<file path="src/rtl/pipe_ctrl.sv">
// Pipeline sequencing controller: turns hazard, redirect, memory-stall and halt
// inputs into per-stage load enables / bubbles, with a stall counter and DMEM watchdog.
module pipe_ctrl #(
    parameter int CNT_W   = 16,
    parameter int TIMEOUT = 64
) (
    input  logic             clk,
    input  logic             rst,
    input  logic             Reg_haz,
    input  logic             br_taken,
    input  logic             imem_stall,
    input  logic             imem_done,
    input  logic             dmem_stall,
    input  logic             dmem_done,
    input  logic             halt_mem,
    output logic             pc_en,
    output logic             ifid_en,
    output logic             idex_en,
    output logic             exmem_en,
    output logic             memwb_en,
    output logic             ifid_flush,
    output logic             idex_bubble,
    output logic             memwb_bubble,
    output logic             halted,
    output logic             err,
    output logic [CNT_W-1:0] stall_cnt
);

    localparam int TO_W = $clog2(TIMEOUT);
    localparam logic [TO_W-1:0] TO_LAST = TO_W'(TIMEOUT - 1);

    typedef enum logic [2:0] {
        S_RUN,
        S_IMEM_WAIT,
        S_DMEM_WAIT,
        S_DRAIN,
        S_HALTED
    } state_t;

    state_t           state_q, state_d;
    logic             squash_q, squash_d;
    logic [TO_W-1:0]  to_cnt_q, to_cnt_d;
    logic [CNT_W-1:0] stall_cnt_q, stall_cnt_d;
    logic             err_q, err_d;

    logic pc_c, ifid_c, idex_c, exmem_c, memwb_c;
    logic flush_c, idex_b_c, memwb_b_c;
    logic run_rules, fetch_wait, squash_hit;

    always_comb begin
        state_d    = state_q;
        squash_d   = squash_q;
        to_cnt_d   = '0;
        err_d      = err_q;
        pc_c       = 1'b0;
        ifid_c     = 1'b0;
        idex_c     = 1'b0;
        exmem_c    = 1'b0;
        memwb_c    = 1'b0;
        flush_c    = 1'b0;
        idex_b_c   = 1'b0;
        memwb_b_c  = 1'b0;
        run_rules  = 1'b0;
        fetch_wait = imem_stall;
        squash_hit = 1'b0;

        unique case (state_q)
            S_RUN: run_rules = 1'b1;
            S_IMEM_WAIT: begin
                run_rules  = 1'b1;
                fetch_wait = imem_stall || !imem_done;
                squash_hit = imem_done && squash_q;
            end
            S_DMEM_WAIT: begin
                if (dmem_done) begin
                    run_rules = 1'b1;
                end else begin
                    memwb_c   = 1'b1;
                    memwb_b_c = 1'b1;
                    if (to_cnt_q == TO_LAST) begin
                        err_d   = 1'b1;
                        state_d = S_HALTED;
                    end else begin
                        to_cnt_d = to_cnt_q + TO_W'(1);
                    end
                end
            end
            S_DRAIN:  state_d = S_HALTED;
            S_HALTED: state_d = S_HALTED;
            default:  state_d = S_RUN;
        endcase

        if (run_rules) begin
            if (halt_mem && !dmem_stall) begin
                memwb_c = 1'b1;
                state_d = S_DRAIN;
            end else if (dmem_stall) begin
                memwb_c   = 1'b1;
                memwb_b_c = 1'b1;
                state_d   = S_DMEM_WAIT;
            end else begin
                pc_c    = 1'b1;
                ifid_c  = 1'b1;
                idex_c  = 1'b1;
                exmem_c = 1'b1;
                memwb_c = 1'b1;
                state_d = fetch_wait ? S_IMEM_WAIT : S_RUN;
                if (br_taken) begin
                    flush_c  = 1'b1;
                    idex_b_c = 1'b1;
                    // Only an outstanding fetch can return a wrong-path word.
                    squash_d = fetch_wait;
                end else if (fetch_wait || squash_hit) begin
                    pc_c = 1'b0;
                    if (Reg_haz) begin
                        ifid_c   = 1'b0;
                        idex_b_c = 1'b1;
                    end else begin
                        flush_c = 1'b1;
                    end
                    if (squash_hit) squash_d = 1'b0;
                end else if (Reg_haz) begin
                    pc_c     = 1'b0;
                    ifid_c   = 1'b0;
                    idex_b_c = 1'b1;
                end
            end
        end

        stall_cnt_d = stall_cnt_q;
        if (!pc_c && state_q != S_DRAIN && state_q != S_HALTED && stall_cnt_q != '1)
            stall_cnt_d = stall_cnt_q + CNT_W'(1);
    end

    always_ff @(posedge clk) begin
        if (rst) begin
            state_q     <= S_RUN;
            squash_q    <= 1'b0;
            to_cnt_q    <= '0;
            stall_cnt_q <= '0;
            err_q       <= 1'b0;
        end else begin
            state_q     <= state_d;
            squash_q    <= squash_d;
            to_cnt_q    <= to_cnt_d;
            stall_cnt_q <= stall_cnt_d;
            err_q       <= err_d;
        end
    end

    assign pc_en        = pc_c      & ~rst;
    assign ifid_en      = ifid_c    & ~rst;
    assign idex_en      = idex_c    & ~rst;
    assign exmem_en     = exmem_c   & ~rst;
    assign memwb_en     = memwb_c   & ~rst;
    assign ifid_flush   = flush_c   & ~rst;
    assign idex_bubble  = idex_b_c  & ~rst;
    assign memwb_bubble = memwb_b_c & ~rst;
    assign halted       = (state_q == S_HALTED) & ~rst;
    assign err          = err_q & ~rst;
    assign stall_cnt    = stall_cnt_q;

endmodule

</file>
<file path="config.mk">
export PLATFORM = sky130hd
export DESIGN_NAME = pipe_ctrl
export DESIGN_NICKNAME = d
export VERILOG_FILES = /design/src/rtl/pipe_ctrl.sv
export SDC_FILE = /design/constraint.sdc
export NUM_CORES = 1
export LEC_CHECK = 0
export CORE_MARGIN = 10
export CORE_UTILIZATION = 28
export DETAILED_ROUTE_END_ITERATION = 6
export GPL_ROUTABILITY_DRIVEN = 0
export PLACE_DENSITY = 0.54
export SETUP_SLACK_MARGIN = 0.3
export SLEW_MARGIN = 30
export SYNTH_ARGS = -nofsm -noshare
export SYNTH_HDL_FRONTEND = slang
export SYNTH_SLANG_ARGS = --single-unit
</file>
<file path="constraint.sdc">
create_clock -name clk -period 2.59 [get_ports clk]
set_input_delay 0.518 -clock clk [delete_from_list [all_inputs] [get_ports clk]]
set_output_delay 0.518 -clock clk [all_outputs]
set_load 0.1 [all_outputs]
</file>
After elaboration in Yosys (flattened, before gate mapping)
Index checks and enable logic that the tools add are counted.
W data, S select, Z words.
{ "word_totals": {"ff_bits": 27, "output_inout_bits": 26, "in_bits": 9} }
{ "classes": {"mux": 43, "reduce_logical": 19, "bitwise": 14, "eq_ne": 11, "n_addsub": 2} }
{ "ops": {"columns": ["operator", "n"], "rows": [
  ["$mux W1", 36],
  ["$add A16 B1 Y16 const B", 1],
  ["$ne A16 B16 Y1 const B", 1],
  ["$and A1 B1 Y1", 9],
  ["$mux W3", 3],
  ["$ne A3 B3 Y1 const B", 3],
  ["$pmux W3 S3", 1],
  ["$add A6 B1 Y6 const B", 1],
  ["$eq A3 B2 Y1 const B", 2],
  ["$eq A6 B6 Y1 const B", 1],
  ["$reduce_and A3 Y1", 2],
  ["$logic_and A1 B1 Y1", 5],
  ["$not A1 Y1", 5],
  ["$reduce_and A5 Y1", 1],
  ["$mux W2", 2],
  ["$reduce_bool A2 Y1", 2],
  ["$reduce_or A2 Y1", 2],
  ["$reduce_or A4 Y1", 1],
  ["$eq A3 B1 Y1 const B", 1],
  ["$eq A3 B3 Y1 const B", 1],
  ["$logic_not A1 Y1", 3],
  ["$logic_not A3 Y1", 1],
  ["$ne A3 B2 Y1 const B", 1],
  ["$logic_or A1 B1 Y1", 2],
  ["2 further kinds", 2]
]} }

Longest topological paths before layout
Gate-level depths: netlist of the first run.
{ "depth": {"depth_word": 13, "depth_mapped": 7, "ltp_nobuf": 6} }

Worst setup path before layout of the first run
Ideal clock, no wire load.
{ "synth_timing": {"kind": "input to output", "start": "input dmem_done", "end": "output ifid_en", "path_buffers": 0, "path_slack_ns": -2.767, "required_ns": 2.072, "arrival_time_ns": 4.839, "cell_stages": 4, "cell_sequence": "nand2b_4 -> a2111oi_4 -> nor2b_1 -> a21boi_0"} }
{ "synth_between": {"elab_chain_cells": 4} }
{ "synth_rtl": {"columns": ["element", "line", "rtl"], "rows": [
  ["start, declared", "14", "input logic dmem_done,"],
  ["$mux W1", "75", "if (dmem_done) begin"],
  ["$pmux W1 S2", "67", "unique case (state_q)"],
  ["$mux W1", "93", "if (run_rules) begin"],
  ["$and A1 B1 Y1", "152", "assign ifid_en = ifid_c & ~rst;"],
  ["end, declared", "17", "output logic ifid_en,"]
]} }
No other way between the ends.

Worst setup path after layout of the first run
{ "layout_timing": {"start": "input dmem_stall", "end": "output ifid_en"} }
{ "layout_between": {"elab_chain_cells": 5} }
{ "layout_rtl": {"columns": ["element", "line", "rtl"], "rows": [
  ["start, declared", "13", "input logic dmem_stall,"],
  ["$logic_not A1 Y1", "94", "if (halt_mem && !dmem_stall) begin"],
  ["$logic_and A1 B1 Y1", "94", null],
  ["$mux W1 (*)", "94", null],
  ["$mux W1 (*)", "93", null],
  ["$and A1 B1 Y1 (*)", "152", null]
]} }
Mark *: on every way between the ends. The rest lies on a longest branch, timed or not.

==> results.txt, run 1 <==
- The number of antenna violations at the first check in global routing is 0.
- Effective utilization at floorplan: roughly 29%
- Worst path bufs/invs: 2
* Detailed router's first-iteration violation count: 38
* Critical path data required time: 2.07 ns
- Worst-case headroom to the max-slew limit: about three quarters
* Die extent in x: slightly above 90 um
- Post-synthesis share of cell area spent on xor and xnor gates: roughly 2.4%
- After Yosys synthesis, and, or, nand and nor cells account for approximately a third of the synthesized area.
* Most frequently used flop master after synthesis: sky130_fd_sc_hd__dfxtp_1
- CTS built an H-tree with a depth of 1.
* Pin count of the biggest net entering global routing: 23
* Wire length per cell after detailed routing: 13.0 um
- Final Critical Period: around 2.3 ns
- Utilization after layout: a little over two fifths
* Dominant cell type by area after synthesis: sky130_fd_sc_hd__dfxtp_1
* Detail-routed via count per cell: ~4.9
- Highest achievable clock rate: 0.441 GHz
* Vias in the first global route: 1371
* # diodes: 0
- Grouping stages by cell kind, the critical path spends the most delay in compound AO/OA/AOI/OAI gates.
* Avg Inst Size Synth: roughly 8.6 um^2
- Cell count after placement: about 280
- The flow ran to the end, and the final reports show no timing, DRC or antenna violations.
- Counting the fill cells in the layout gives between 500 and 600.
- Setup skew after layout: 0.00599 ns
- Data arrival time of the worst path: 1.75 ns
* Type of the tightest min-delay check: reg -> reg
- Register clock-pin slew on the reported worst setup and hold paths: 0.09 ns
- Synthesis inferred 27 register bits.
- Routed wire length: roughly 3800 um
* Adder-cell share of the synthesized area: approximately 1.7%
* Synth Area in Compound Gates: around a fifth
- Number of synthesized flops with an enable pin: 0
* Post-DP HPWL: 2880 um
- Clock latency on the worst-skew pair, taken at its later pin, is 0.27 ns.
- In the synthesized netlist, the number of instances is 171.
- Of the post-synthesis cell area, the part taken by muxes is under 10%.
- The worst register-to-register path begins at state_q[2].
- Synthesized net count: approximately 180
- After routing the design area is 2190 um^2.
* Most common cell after layout, fill and taps aside: sky130_fd_sc_hd__buf_4
* Final hold violations: 0
- Number of different library cells in the post-synthesis netlist: 45
- Total cell area at the placement stage: ~2100 um^2
- In the routed design, unresolved DRC markers number 0.
- Leakage power of the design: roughly 0.82 nW
* Max-cap violations: 0
* Element type at the critical path end: primary output
- Dominant combinational cell family by area after synthesis: simple AND/OR/NAND/NOR gates
* CP startpoint: dmem_stall
* I/O pin cnt: 35
- Die outline area: ~8500 um^2
- Number of buffers added on ports: 34
- In this run the worst path has a maximum fanout of 5.
* Std-Cell Core Area: between 5000 and 6000 um^2
- Max Transition Viols Final: 0
* Total iterations of the first detailed-routing run: 4
* Clock Sink Count: 27
- Power comes to between 0.0009 and 0.001 W.
* Share of the clock period used by the worst path after layout: 87.5%
* Buffers from clock root to sink, at most: 2
- Synthesis warning total: 0
* Post-Synthesis Cell Area: approximately 1500 um^2
- Worst stage delay on the critical path: around 0.37 ns
- After synthesis, the cell types taking the most area are sky130_fd_sc_hd__dfxtp_1, sky130_fd_sc_hd__a21oi_1, sky130_fd_sc_hd__nor2_1.
- Post-synthesis async set-or-reset flop share: 0%
- All-Layer GR Usage: just under 9%
* Cell with the largest stage delay on the worst path: sky130_fd_sc_hd__a2111oi_4
- Row count: 26
- Across the VDD grid, the largest voltage drop is about 0.00022 V.
- The signal on the critical path passes through clkdlybuf4s15_1 -> a2111oi_4 -> nor2b_4 -> a21boi_4 -> buf_12.
- Vias after detailed routing: around 1400
* Share of post-route cells with drive strength above 1: 35.9%
- In the final design database the tool counted around 230 nets.
* Total gr overflow: 0
- The die is between 90 and 100 um tall.
* Highest-count cells in the layout ignoring fill and taps: sky130_fd_sc_hd__buf_4, sky130_fd_sc_hd__dfxtp_1, sky130_fd_sc_hd__nor2_1, sky130_fd_sc_hd__a21oi_1, sky130_fd_sc_hd__buf_12
- Fraction of synthesized cell area taken by the top area cell type: between 30% and 40%
- For the pin with the worst max-slew slack, the measured transition is roughly 0.35 ns.
- Finish-stage setup viols: 0
- TritonCTS built the clock tree.
- The worst hold path begins at to_cnt_q[0].
- The share of the Yosys chip area taken by registers is a little under two fifths.
- Type of element launching the critical path: input port
- Clock tree synthesis selected as its root buffer the cell sky130_fd_sc_hd__clkbuf_8.
- Critical setup path kind: in -> out
- Wire length of the first global-routing pass: 6430 um
- For this design, the CTS-stage hold fixing added 0 buffers.
- Relative to the synthesized area, the layout overhead comes to 49.4%.
* Non-filler instance count after layout: 290
- Cts bufs inserted: 3
- Setup repair after global routing could not meet its margin everywhere.
- The detail route stage leaves a number of antenna-violating nets equal to 0.
- Cell area power density: around 450 nW/um^2
[registers in the layout (all words and copies together) (netlist names)]
register   flops
state_q        3
to_cnt_q       6
err_q          1
stall_cnt     16
squash_q       1
[cell families (layout without fill, tap and decap cells)]
logic type	Yosys count	count (layout)
and+or+nand+nor	81	81
AOI/OAI and AO/OA	41	41
DFF	27	27
buffers and inverters	11	60
muxes	5	5
xor gates and xnor gates	4	4
adders and majority gates	2	2
[layout make-up]
class                   count  area (um^2)  area share [%]
multi-input cells         133          946            43.2
repair buffers             53          552            25.2
flip-flops and latches     27          551            25.1
well taps                  70         87.6            4.00
clock buffers               4         45.0            2.05
inverters                   3         11.3           0.514
[cell usage after synthesis, drive strengths merged, types with 3 or more instances]
cell and n:
nand2 10, a21oi 14, nor3b 3, or4 4, xnor2 3, or3 7, nand4 5, nor2 15
nor3 3, buf 6, inv 3, and4 5, dfxtp 27, mux2 4, o21ai 9, nand2b 5
and3 3, nand3 9, o31ai 4, nor2b 7
[routing by layer]
metal,global-route usage (%),wire (um),up-vias
li1,-,-,731
met1,10.6,1750,647
met2,14.4,1740,26
met3,3.63,246,5
met4,2.31,37,0
met5,0,0,-
[per-stage QoR]
step | hold WS, ns | setup WS [ns] | TNS, ns
after floorplan | 0.418 | -0.234 | -0.708
after global placement | 0.433 | -0.0117 | -0.0220
after detailed placement | 0.447 | -0.0537 | -0.139
after CTS | 0.464 | 0.295 | 0
after global routing | 0.477 | 0.268 | 0
final | 0.460 | 0.324 | 0
[repair_timing]
| item | in CTS | in global routing |
|---|---|---|
| pin swaps | 1 | 3 |
| resized for setup | 9 | 5 |
| endpoints found under the setup margin | 14 | 7 |
| setup buffers | 0 | 2 |
[where the power goes]
part | leakage (nW) | internal [W] | switching [W]
sequential | 0.222 | 0.000429 | 0.0000199
clock | 0.0228 | 0.000110 | 0.000132
combinational | 0.579 | 0.000111 | 0.000183
[worst register-to-register path, stage by stage (launching register included)]
cell and delay, ns:
sky130_fd_sc_hd__dfxtp_1 0.52, sky130_fd_sc_hd__nor2b_1 0.17, sky130_fd_sc_hd__a221o_2 0.55, sky130_fd_sc_hd__or4_1 0.53, sky130_fd_sc_hd__a21oi_1 0.14
[worst paths after layout]
| kind | cells past startpoint | slack (ns) | endpoint |
|---|---|---|---|
| worst max register to register | 4 | 0.62 | stall_cnt[11] |
| worst max-delay path | 5 | 0.32 | ifid_en |
| worst min-delay path | 1 | 0.46 | to_cnt_q[0] |
| worst min register to register | 1 | 0.46 | to_cnt_q[0] |
Power figures use the tool's default switching activity.
==> run 2: changes to the inputs <==
CORE_MARGIN = unset   (was 10)
==> results.txt, run 2 (synthesized netlist as in run 1, its figures left out) <==
* Total cell area at the placement stage: about 2100 um^2
* Cts-stage hold buffer count: 0
* Effective utilization at floorplan: between 30% and 40%
- The count of buffers added on input and output ports is 34.
- The floorplan step defined a die boundary enclosing approximately 5500 um^2.
- The first global-routing pass estimated 5870 um of wire.
- Highest-count cells in the layout ignoring fill and taps: sky130_fd_sc_hd__buf_4, sky130_fd_sc_hd__dfxtp_1, sky130_fd_sc_hd__nor2_1, sky130_fd_sc_hd__a21oi_1, sky130_fd_sc_hd__buf_12
* Die extent in x: 74.4 um
* Type of element launching the critical path: input port
- Int Pwr: around 0.00065 W
- Largest fanout on the critical path: 5
* Reported net switching power: 0.000341 W
- Sequential share of power: about 46%
- Clock network fraction of design power: about a quarter
- Post-placement setup slack: -0.0396 ns
* Clock Sink Count: 27
- Final Hold Slack: 0.451 ns
- The floorplan has 25 rows.
* Element type at the critical path end: primary output
- # diodes: 0
- Part of the total power dissipated in combinational logic: between 30% and 40%
* FF-to-FF setup slack: approximately 0.56 ns
- For this run, design rule violations remaining after detail routing come to 0.
* Post-DP HPWL: 2650 um
- For this design the static power due to leakage is ~0.83 nW.
- Number of routed nets with antenna violations: 0
- The routed design has just under 4000 um of wire.
* Most common cell after layout, fill and taps aside: sky130_fd_sc_hd__buf_4
* Share of post-route cells with drive strength above 1: between 30% and 40%
* Critical path data required time: 2.07 ns
- At the pin with the least slew margin, the transition time is approximately 0.63 ns.
* Highest achievable clock rate: roughly 0.44 GHz
* Vias after detailed routing: around 1500
- Non-filler instance count after layout: 289
- The via count of the first global-routing pass is 1302.
* Layout net count: between 200 and 250
- The number of placed instances, taps included, is around 280.
- TritonCTS created 3 clock buffers.
* Max-cap violations: 0
* Floorplan die height: roughly 74 um
- STA puts the critical path data arrival time at approximately 1.7 ns.
- Antenna violations before repair: 0
* CTS tree: done
- The min-delay analysis places its worst path in the category reg -> reg.
* Wire length per cell after detailed routing: approximately 14 um
- Total gr overflow: 0
- Setup violations remaining at the end of the flow were counted as 0.
- Clock tree root buffer cell: sky130_fd_sc_hd__clkbuf_8
- Critical setup path kind: in -> out
- During I/O placement, the number of pins put on the boundary was 35.
- Overall power consumption after layout is estimated at around 0.00099 W.
* Detail-routed via count per cell: slightly above 5
- The register with the most flip-flops in the layout has 16 of them.
- Measured against its own limit, the worst slew margin works out to between 50 and 60%.
- Final hold violations: 0
- In this run the standard cell core region covers around 4900 um^2.
- Buffers from clock root to sink, at most: 2
* Cell area power density: 447 nW/um^2
- For this run, the total global-route usage over all layers was measured as a little over an eighth.
- Setup repair after global routing could not meet its margin everywhere.
* Share of the clock period used by the worst path after layout: 87.1%
- Layout-stage area growth over the synthesis result: 50.4%
- In this run switching power makes up 34.5% of total power.
* Worst VDD drop: 0.000284 V
- Setup ws final: 0.334 ns
* Max Transition Viols Final: 0
* Detailed router's first-iteration violation count: 72
- Entering global routing, the biggest net connects 22 pins.
- The finished cells cover ~2200 um^2.
* Clock latency of the later-clocked register in the worst-skew pair: ~0.27 ns
- Status: completed
* Deepest level of the CTS H-tree: 1
- For this run, the detailed router's first-pass iteration total came to 4.
- For the final database, setup skew stands at about 0.012 ns.
- Final Critical Period: 2.26 ns
- Register clock-pin slew on the reported worst setup and hold paths: about 0.080 ns
-- run 2: changes by cell type in the layout (fill, tap and decap cells not counted), sizes merged --
cell,before,now
a221o,1,3
clkbuf,4,3
clkdlybuf4s50,4,3
clkinv,0,1
dlygate4sd2,1,2
-- run 2: critical path, cell delays in order --
cell,delay [ns]
sky130_fd_sc_hd__clkdlybuf4s15_1,0.22
sky130_fd_sc_hd__a2111oi_4,0.35
sky130_fd_sc_hd__nor2b_4,0.25
sky130_fd_sc_hd__a21boi_4,0.21
sky130_fd_sc_hd__buf_12,0.19
-- run 2: through the flow --
step / setup TNS (ns) / utilization [%]
global route: 0 / 45.2
finish: 0 / 45.2
detailed placement: -0.160 / 43.2
floorplan: -0.708 / -
CTS: 0 / 44.2
global placement: -0.0189 / 43.2
-- run 2: timing repair --
item                                    in CTS  in global routing
pin swaps                                    1                  3
buffers inserted                             0                  1
gates cloned                                 0                  2
resized for setup                            8                  9
endpoints found under the setup margin      16                  9
-- run 2: metal layers --
layer	global-route usage, %	share of wire (%)
met2	23.5	49
met4	1.26	0.28
met1	17.2	46
met5	0	0
met3	3.12	4.5
-- run 2: worst paths after layout --
path | from | to | cells past startpoint
min | to_cnt_q[0] | to_cnt_q[0] | 1
max | dmem_stall | pc_en | 5
min reg2reg | to_cnt_q[0] | to_cnt_q[0] | 1
max reg2reg | state_q[2] | stall_cnt[11] | 6
-- run 2: final cells by class --
type / count / area [um^2]
clock buffer: 3 / 41.3
clock inverter: 1 / 5.00
multi-input combinational: 135 / 978
fill: 498 / 2670
sequential: 27 / 549
inverter: 3 / 11.3
timing repair buffer: 53 / 538
tap: 67 / 83.8
-- run 2: power by group through the flow --
stage               registers [W]  logic, W  clock network [W]
global placement         0.000458  0.000285                  0
CTS                      0.000449  0.000286           0.000251
global route             0.000452  0.000315           0.000265
floorplan                0.000504  0.000144                  0
detailed placement       0.000458  0.000286                  0
finish                   0.000450  0.000298           0.000238
